==> src/rtl/run_check_ctrl.sv <==
// Host-side self-test sequencer: launches the DUT, times it, then compares output vs golden SRAM words.
// Latency: SRAM compare 1 clk after address issue; done one clk after FINISH. No backpressure: start is ignored outside IDLE.
// Optional first-mismatch capture ports are built when MISMATCH_LOG_EN is defined.
module run_check_ctrl #(
    parameter int ADDR_WIDTH  = 12,
    parameter int DATA_WIDTH  = 16,
    parameter int CYCLE_WIDTH = 32,
    parameter int TIMEOUT     = 1024
) (
    input  logic                   clk,
    input  logic                   reset,
    input  logic                   start,
    output logic                   ctl_busy,
    output logic                   done,
    output logic                   error,
    input  logic [ADDR_WIDTH-1:0]  num_result,
    output logic                   dut_run,
    input  logic                   dut_busy,
    output logic [ADDR_WIDTH-1:0]  out_sram_read_address,
    input  logic [DATA_WIDTH-1:0]  out_sram_read_data,
    output logic [ADDR_WIDTH-1:0]  gold_sram_read_address,
    input  logic [DATA_WIDTH-1:0]  gold_sram_read_data,
    output logic [ADDR_WIDTH:0]    correct_count,
    output logic [CYCLE_WIDTH-1:0] compute_cycles
`ifdef MISMATCH_LOG_EN
    ,
    output logic                   first_mismatch_valid,
    output logic [ADDR_WIDTH-1:0]  first_mismatch_addr,
    output logic [DATA_WIDTH-1:0]  first_mismatch_got,
    output logic [DATA_WIDTH-1:0]  first_mismatch_exp
`endif
);

    localparam int TIMER_WIDTH = $clog2(TIMEOUT + 1);
    localparam logic [TIMER_WIDTH-1:0] TIMER_MAX = TIMER_WIDTH'(TIMEOUT);
    localparam logic [TIMER_WIDTH-1:0] TIMER_ONE = TIMER_WIDTH'(1);
    localparam logic [ADDR_WIDTH-1:0]  ADDR_ONE  = ADDR_WIDTH'(1);
    localparam logic [ADDR_WIDTH:0]    COUNT_ONE = (ADDR_WIDTH + 1)'(1);
    localparam logic [CYCLE_WIDTH-1:0] CYC_ONE   = CYCLE_WIDTH'(1);

    typedef enum logic [2:0] {
        S_IDLE,
        S_WAIT_IDLE,
        S_LAUNCH,
        S_WAIT_DONE,
        S_READ,
        S_DRAIN,
        S_FINISH
    } state_t;

    state_t                 state_q, state_nxt;
    logic                   run_q, run_nxt;
    logic                   done_q, done_nxt;
    logic                   error_q, error_nxt;
    logic [ADDR_WIDTH-1:0]  num_q, num_nxt;
    logic [ADDR_WIDTH-1:0]  addr_q, addr_nxt;
    logic [ADDR_WIDTH-1:0]  cmp_addr_q, cmp_addr_nxt;
    logic                   cmp_vld_q, cmp_vld_nxt;
    logic [ADDR_WIDTH:0]    count_q, count_nxt;
    logic [CYCLE_WIDTH-1:0] cycles_q, cycles_nxt;
    logic [CYCLE_WIDTH-1:0] cycles_inc;
    logic [TIMER_WIDTH-1:0] timer_q, timer_nxt;
    logic                   word_match;

`ifdef MISMATCH_LOG_EN
    logic                   fm_vld_q, fm_vld_nxt;
    logic [ADDR_WIDTH-1:0]  fm_addr_q, fm_addr_nxt;
    logic [DATA_WIDTH-1:0]  fm_got_q, fm_got_nxt;
    logic [DATA_WIDTH-1:0]  fm_exp_q, fm_exp_nxt;
`endif

    assign word_match = (out_sram_read_data == gold_sram_read_data);
    // compute_cycles saturates rather than wrapping on a hung DUT
    assign cycles_inc = (cycles_q == {CYCLE_WIDTH{1'b1}}) ? cycles_q : cycles_q + CYC_ONE;

    always_comb begin
        state_nxt    = state_q;
        run_nxt      = run_q;
        error_nxt    = error_q;
        num_nxt      = num_q;
        addr_nxt     = addr_q;
        cmp_addr_nxt = cmp_addr_q;
        cmp_vld_nxt  = 1'b0;
        count_nxt    = count_q;
        cycles_nxt   = cycles_q;
        timer_nxt    = timer_q;
        done_nxt     = (state_q == S_FINISH);
`ifdef MISMATCH_LOG_EN
        fm_vld_nxt   = fm_vld_q;
        fm_addr_nxt  = fm_addr_q;
        fm_got_nxt   = fm_got_q;
        fm_exp_nxt   = fm_exp_q;
`endif

        // Compare stage: data returned for the address issued last cycle
        if (cmp_vld_q) begin
            if (word_match) begin
                count_nxt = count_q + COUNT_ONE;
            end
`ifdef MISMATCH_LOG_EN
            else if (!fm_vld_q) begin
                fm_vld_nxt  = 1'b1;
                fm_addr_nxt = cmp_addr_q;
                fm_got_nxt  = out_sram_read_data;
                fm_exp_nxt  = gold_sram_read_data;
            end
`endif
        end

        case (state_q)
            S_IDLE: begin
                if (start) begin
                    num_nxt    = num_result;
                    error_nxt  = 1'b0;
                    count_nxt  = '0;
                    cycles_nxt = '0;
`ifdef MISMATCH_LOG_EN
                    fm_vld_nxt  = 1'b0;
                    fm_addr_nxt = '0;
                    fm_got_nxt  = '0;
                    fm_exp_nxt  = '0;
`endif
                    state_nxt  = S_WAIT_IDLE;
                end
            end
            S_WAIT_IDLE: begin
                if (!dut_busy) begin
                    run_nxt    = 1'b1;
                    cycles_nxt = '0;
                    timer_nxt  = '0;
                    state_nxt  = S_LAUNCH;
                end
            end
            S_LAUNCH: begin
                cycles_nxt = cycles_inc;
                if (dut_busy) begin
                    run_nxt   = 1'b0;
                    state_nxt = S_WAIT_DONE;
                end else if (timer_q == TIMER_MAX) begin
                    run_nxt   = 1'b0;
                    error_nxt = 1'b1;
                    state_nxt = S_FINISH;
                end else begin
                    timer_nxt = timer_q + TIMER_ONE;
                end
            end
            S_WAIT_DONE: begin
                if (dut_busy) begin
                    cycles_nxt = cycles_inc;
                end else begin
                    addr_nxt  = '0;
                    state_nxt = S_READ;
                end
            end
            S_READ: begin
                if (num_q == '0) begin
                    state_nxt = S_FINISH;
                end else begin
                    cmp_vld_nxt  = 1'b1;
                    cmp_addr_nxt = addr_q;
                    if (addr_q == num_q - ADDR_ONE) begin
                        state_nxt = S_DRAIN;
                    end else begin
                        addr_nxt = addr_q + ADDR_ONE;
                    end
                end
            end
            S_DRAIN: begin
                state_nxt = S_FINISH;
            end
            S_FINISH: begin
                state_nxt = S_IDLE;
            end
            default: begin
                state_nxt = S_IDLE;
            end
        endcase
    end

    always_ff @(posedge clk) begin
        if (reset) begin
            state_q    <= S_IDLE;
            run_q      <= 1'b0;
            done_q     <= 1'b0;
            error_q    <= 1'b0;
            num_q      <= '0;
            addr_q     <= '0;
            cmp_addr_q <= '0;
            cmp_vld_q  <= 1'b0;
            count_q    <= '0;
            cycles_q   <= '0;
            timer_q    <= '0;
`ifdef MISMATCH_LOG_EN
            fm_vld_q   <= 1'b0;
            fm_addr_q  <= '0;
            fm_got_q   <= '0;
            fm_exp_q   <= '0;
`endif
        end else begin
            state_q    <= state_nxt;
            run_q      <= run_nxt;
            done_q     <= done_nxt;
            error_q    <= error_nxt;
            num_q      <= num_nxt;
            addr_q     <= addr_nxt;
            cmp_addr_q <= cmp_addr_nxt;
            cmp_vld_q  <= cmp_vld_nxt;
            count_q    <= count_nxt;
            cycles_q   <= cycles_nxt;
            timer_q    <= timer_nxt;
`ifdef MISMATCH_LOG_EN
            fm_vld_q   <= fm_vld_nxt;
            fm_addr_q  <= fm_addr_nxt;
            fm_got_q   <= fm_got_nxt;
            fm_exp_q   <= fm_exp_nxt;
`endif
        end
    end

    assign ctl_busy               = (state_q != S_IDLE);
    assign done                   = done_q;
    assign error                  = error_q;
    assign dut_run                = run_q;
    assign out_sram_read_address  = addr_q;
    assign gold_sram_read_address = addr_q;
    assign correct_count          = count_q;
    assign compute_cycles         = cycles_q;
`ifdef MISMATCH_LOG_EN
    assign first_mismatch_valid   = fm_vld_q;
    assign first_mismatch_addr    = fm_addr_q;
    assign first_mismatch_got     = fm_got_q;
    assign first_mismatch_exp     = fm_exp_q;
`endif

endmodule

==> config.mk <==
export PLATFORM = sky130hd
export DESIGN_NAME = run_check_ctrl
export DESIGN_NICKNAME = d
export VERILOG_FILES = /design/src/rtl/run_check_ctrl.sv
export SDC_FILE = /design/constraint.sdc
export NUM_CORES = 1
export LEC_CHECK = 0
export BUFFER_PORTS_ARGS = -buffer_cell sky130_fd_sc_hd__buf_2
export CELL_PAD_IN_SITES_DETAIL_PLACEMENT = 1
export CELL_PAD_IN_SITES_GLOBAL_PLACEMENT = 1
export CORE_UTILIZATION = 41
export DETAILED_ROUTE_END_ITERATION = 8
export PLACE_DENSITY_LB_ADDON = 0.1
export REMOVE_ABC_BUFFERS = 1
export SLEW_MARGIN = 20
export SYNTH_ARGS = -nofsm -noshare
export SYNTH_HDL_FRONTEND = slang
export SYNTH_SLANG_ARGS = --single-unit
==> constraint.sdc <==
create_clock -name clk -period 6.62 [get_ports clk]
set_clock_uncertainty 0.15 [all_clocks]
set_input_delay 0.331 -clock clk [delete_from_list [all_inputs] [get_ports clk]]
set_output_delay 0.331 -clock clk [all_outputs]
set_load 0.05 [all_outputs]
# --- Word-level counts from Yosys, hierarchy flattened ---
# Index checks and enable logic that the tools add are counted.
totals:
  mem_bits_ro: 0
  regBits: 87
  ramBits: 0
  n_memories: 0
  latchBits: 0
  out_inout_bits: 73
  inputBits: 48
  wordCells: 86
op_classes:
  eq_ne: 21
  magnitude_cmp: 0
  n_shift: 0
  div: 0
  n_mul: 0
  reduce_logical: 15
  muxes: 34
  n_addsub: 5
  n_bitwise: 1
op_table:
  columns: ["cell", "count"]
  rows:
  - ["32-bit two-way mux", 4]
  - ["32-bit case mux with 4 select lines", 1]
  - ["13-bit two-way mux", 4]
  - ["12-bit two-way mux", 3]
  - ["11-bit two-way mux", 3]
  - ["32-bit by 1-bit adder with 32-bit output (second input constant)", 1]
  - ["32-bit == test (second input constant)", 1]
  - ["12-bit case mux with 2 select lines", 1]
  - ["11-bit case mux with 2 select lines", 1]
  - ["3-bit two-way mux", 7]
  - ["2-bit != test (second input constant)", 9]
  - ["3-bit case mux with 6 select lines", 1]
  - ["16-bit == test", 1]
  - ["4-bit AND reduction", 4]
  - ["13-bit by 1-bit adder with 13-bit output (second input constant)", 1]
  - ["12-bit by 1-bit adder with 12-bit output (second input constant)", 1]
  - ["12-bit == test", 1]
  - ["12-bit zero test", 1]
  - ["12-bit by 1-bit subtractor with 12-bit output (second input constant)", 1]
  - ["11-bit by 1-bit adder with 11-bit output (second input constant)", 1]
  - ["11-bit == test (second input constant)", 1]
  - ["3-bit == test (second input constant)", 3]
  - ["1-bit two-way mux", 7]
  - ["3-bit by 2-bit == test with 1-bit output (second input constant)", 2]
  - ["12 further kinds", 16]

# --- Longest topological paths before layout ---
logic_depth:
  word_depth: 5
  mapped_depth: 10
  depth_no_buf: 9

# --- Worst setup path before layout ---
# OpenSTA, ideal clock, no wires.
synth_timing:
  path_kind: "reg-to-reg"
  startpoint: "reg cycles_q[0] (netlist: compute_cycles[0])"
  endpoint: "reg cycles_q[28] (netlist: compute_cycles[28])"
  path_stages_with_launch: 9
  slack_ns: 3.779
  synth_period_minus_slack_ns: 2.841
  t_arrival_ns: 2.563
  setup_ns: 0.128
  path_cell_list: "dfxtp_1 ha_1 nand2_1 nor3_1 and3_1 nor3b_1 nand4_1 xor2_1 nor2_1"
synth_between:
  elab_chain_cells: 4
  word_cells_on_any_way: 5
  cone_classes: "add/sub: 1; eq/ne: 1; mux: 3"
synth_lines:
  columns: ["item", "line", "rtl"]
  rows:
  - ["from (decl)", "60", "logic [CYCLE_WIDTH-1:0] cycles_q, cycles_nxt;"]
  - ["from (signal assigned)", "209", "cycles_q <= cycles_nxt;"]
  - ["32-bit by 1-bit adder with 32-bit output / 32-bit == test (equally long branches)", "74", "assign cycles_inc = (cycles_q == {CYCLE_WIDTH{1'b1}}) ? cycles_q : cycles_q + CYC_ONE;"]
  - ["32-bit two-way mux (*)", "74", null]
  - ["32-bit two-way mux", "148", "if (dut_busy) begin"]
  - ["32-bit case mux with 4 select lines (*)", "110", "case (state_q)"]
# Mark *: on every way between the ends. The rest lies on a longest branch, timed or not. The select of a mux whose other input is x is not followed.
# A chain may end at the register's enable or synchronous reset.

# --- Final worst setup path ---
layout_timing:
  startpoint: "reg num_q[0]"
  endpoint: "reg addr_q[10] (netlist: gold_sram_read_address[10])"
layout_between:
  elab_chain_cells: 4
  word_cells_on_any_way: 6
  cone_classes: "add/sub: 1; eq/ne: 3; reduce/logical: 2"
layout_lines:
  columns: ["item", "line", "rtl"]
  rows:
  - ["from (decl)", "55", "logic [ADDR_WIDTH-1:0] num_q, num_nxt;"]
  - ["from (signal assigned)", "204", "num_q <= num_nxt;"]
  - ["12-bit by 1-bit subtractor with 12-bit output", "161", "if (addr_q == num_q - ADDR_ONE) begin"]
  - ["12-bit == test", "161", null]
  - ["2-bit != test (no line)", null, null]
  - ["4-bit AND reduction (no line) (*)", null, null]
  - ["to (signal assigned)", "205", "addr_q <= addr_nxt;"]
  - ["to (decl)", "56", "logic [ADDR_WIDTH-1:0] addr_q, addr_nxt;"]
# Mark *: on every way between the ends. The rest lies on a longest branch, timed or not.

==> results_dict.tcl <==
set metrics [dict create \
    status "finished, final reports clean" \
    die_x_microns 107.8 \
    ys_top_cells_by_area "dfxtp_1, xnor2_1, xor2_1, nor2_1, nand2_1" \
    power_switching_w 0.0003085 \
    rows 38 \
    wl_per_cell_microns 14.92 \
    drc_errors 0 \
    power.total_w 0.001107 \
    synth_fa_ha_area_share_pct 1.907 \
    muxShareOfSynthArea_pct 0.8717 \
    crit_family "simple AND/OR/NAND/NOR gates" \
    crit_type "flop to flop" \
    die_area_sq_mm 0.01163 \
    drv_slew 0 \
    synth_top_family_by_area "simple AND/OR/NAND/NOR gates" \
    final_hold_viol_count 0 \
    grtUsageTotal_pct 22.19 \
    start_util_pct 42.19 \
    cp_max_fo 16 \
    synth-edff-count 0 \
    die_y_microns 107.8 \
    synth_warnings 0 \
    grt_first_pass_wirelength_microns 20200 \
    critPathBufInv 1 \
    critical_path.max_stage_delay_ps 580 \
    rsz0062_at_grt "false" \
    dr.pass1.iters 5 \
    clkLatencyLatePin_ps 380 \
    globalRouteOverflowTotal 0 \
    synth_area_sq_mm 0.004593 \
    cts_tree "yes" \
    area_delta_synth_final_pct 17.62 \
    clk_pin_slew_ps 100 \
    synthDistinctLibCells 47 \
    synth_cells 569 \
    p_comb_share_pct 14.0 \
    slew_headroom_pct 31.18 \
    yosysSeqAreaShare_pct 37.92 \
    synth_xor_area_share_pct 15.64 \
    ant_nets 0 \
    synth_area_leader_cell "dfxtp_1" \
    cts_hold_buf 0 \
    cap_violations 0 \
    place.detailed.hpwl_microns 8908 \
    synth_compound_area_share_pct 9.398 \
    fill_cells 1386 \
    powerDensity_mw_per_mm2 204.8 \
    nNetsFinal 720 \
    hp-class "primary input to flop" \
    synthSimpleGateAreaFrac_pct 29.47 \
    ys_seq_elements 87 \
    required_ps 6710 \
    tns_ps 0 \
    internal-power_w 0.0007982 \
    cts_sinks 87 \
    fin_crit_sh_pct 47.27 \
    gp_congestion 0.8015 \
    place_inst 794 \
    grt_pass1_vias 4209 \
    fmax_mhz 319.5 \
    critical_path.cell_chain "inv_1 -> ha_1 -> nor3b_1 -> nand2_1 -> xnor2_1 -> or4_4 -> o21ai_2 -> or4_1 -> a21oi_1" \
    clock_power_share_pct 36.4 \
    power_leakage_nw 2.210 \
    finalSetupViolations 0 \
    io_buffers 120 \
    ir_drop_mv 0.1599 \
    via_per_inst 5.273 \
    antenna_cells 0 \
    synth_top_area_share_pct 37.92 \
    cp-start-kind "flop" \
    dr.first_iter.drc_count 142 \
    end_kind "flop" \
    post_cts_buffers 0 \
    async_flop_share_pct 0 \
    clk_path_buf_depth 2 \
    critPathSlowestCell "nor3b_1" \
    cp_data_arrival_time_ps 3220 \
    grt_antenna_before_repair 1 \
    syn_area_per_cell_sq_um 8.072 \
    grt_start_max_net_pins 33 \
    drive_gt1_share_pct 21.49 \
    tightest_slew_ps 1032 \
    finalCriticalPeriod_ps 3130 \
    postLayoutCellArea_sq_mm 0.005403 \
    pin_count 121 \
    swShare_pct 27.88 \
    cts_resized 0 \
    num_vias 4271 \
    seqPwrFrac_pct 49.6 \
    layout.cells.non_filler 810 \
    core-area_sq_mm 0.01089 \
    synthFlopType "dfxtp_1" \
    h-tree-depth 3 \
    drt-total-wl_microns 12080 \
    dpl-instance-area_sq_mm 0.005190 \
    cts_buffers 9 \
    clockRootBuffer "clkbuf_8" \
]
-- worst register-to-register path, stage by stage (launching register included) --
cell and delay [ps]:
dfxtp_1 380, inv_1 100, ha_1 200, nor3b_1 580
nand2_1 150, xnor2_1 160, or4_4 560, o21ai_2 440
or4_1 200, a21oi_1 80
-- placed cells by master, fill, tap and decap left out, types with 4 or more instances in the layout --
cell type,instances
and2_1,4
nor3_1,17
nor2_1,73
inv_1,11
xnor2_1,44
xor2_1,38
nor4_1,13
a21oi_1,37
nand4_1,20
mux2i_1,4
ha_1,7
nand2_1,65
dfxtp_1,87
nand3_1,25
buf_2,120
and3_1,13
o21ai_0,14
nor4b_1,4
clkbuf_8,12
nand2b_1,7
or3_1,12
-- path summary, 6_finish.rpt --
| check | from | end | slack (ps) | cells past startpoint |
|---|---|---|---|---|
| max | num_q[0]$_SDFFE_PP0P_ | gold_sram_read_address[10]$_SDFFE_PP0P_ | 3490 | 9 |
| min | num_result[0] | num_q[0]$_SDFFE_PP0P_ | 40 | 3 |
| max reg2reg | num_q[0]$_SDFFE_PP0P_ | gold_sram_read_address[10]$_SDFFE_PP0P_ | 3490 | 9 |
| min reg2reg | error$_SDFFE_PP0P_ | error$_SDFFE_PP0P_ | 340 | 2 |
-- kinds of logic (layout without fill, tap and decap cells) --
family,count (synthesis),after routing
AND/OR/NAND/NOR,272,272
flip-flops,87,87
XOR/XNOR,82,82
AO/OA/AOI/OAI,71,71
buffers and inverters,46,147
adder cells (fa/ha/maj),7,7
multiplexers,4,4
-- cell usage after synthesis, drive strengths merged, types with 4 or more instances --
cell type,instances
nand4,20
or3,12
mux2i,4
nand2b,7
buf,16
inv,11
o21ai,15
and3,13
ha,7
or4,5
a21oi,38
nor4b,4
nand2,65
nand3,25
and2,4
clkbuf,19
xor2,38
nor2,73
nor4,13
xnor2,44
nor3,18
dfxtp,87
-- sequential cells by signal, indices dropped and copies added (netlist names) --
| register | count |
|---|---|
| done | 1 |
| error | 1 |
| timer_q | 11 |
| cmp_vld_q | 1 |
| gold_sram_read_address | 12 |
| num_q | 12 |
| compute_cycles | 32 |
| dut_run | 1 |
| correct_count | 13 |
| state_q | 3 |
-- power by group through the flow --
| stage | combinational [W] | clock, W | sequential (W) |
|---|---|---|---|
| detailed placement | 0.000156 | 0 | 0.000562 |
| CTS | 0.000157 | 0.000413 | 0.000550 |
| floorplan | 0.000101 | 0 | 0.000564 |
| global route | 0.000172 | 0.000435 | 0.000552 |
| finish | 0.000155 | 0.000402 | 0.000549 |
| global placement | 0.000150 | 0 | 0.000561 |
-- per-stage QoR --
step	util (%)	setup slack [ps]	hold slack, ps
3_3_place_gp	47.67	3588	303.7
4_1_cts	49.59	3470	28.25
2_1_floorplan	-	3664	250.1
5_1_grt	49.62	3149	45.45
6_report	49.62	3491	35.30
3_5_place_dp	47.67	3516	321.5
-- metal layers --
layer,up-vias,part of all wire [%],global-route usage [%]
li1,2133,-,-
met1,2040,45,27.03
met2,82,49,37.82
met3,16,3.6,4.479
met4,0,1.8,9.295
met5,-,0,0
-- final cells by class --
class	instances	area, sq um	area share (%)
clock buffer	13	168.9	3.126
tap	140	175.2	3.242
multi-input combinational	436	2635	48.77
inverter	11	41.29	0.7642
timing repair buffer	120	600.6	11.12
clock inverter	3	40.04	0.7411
sequential	87	1742	32.24
Power figures use the tool's default switching activity.
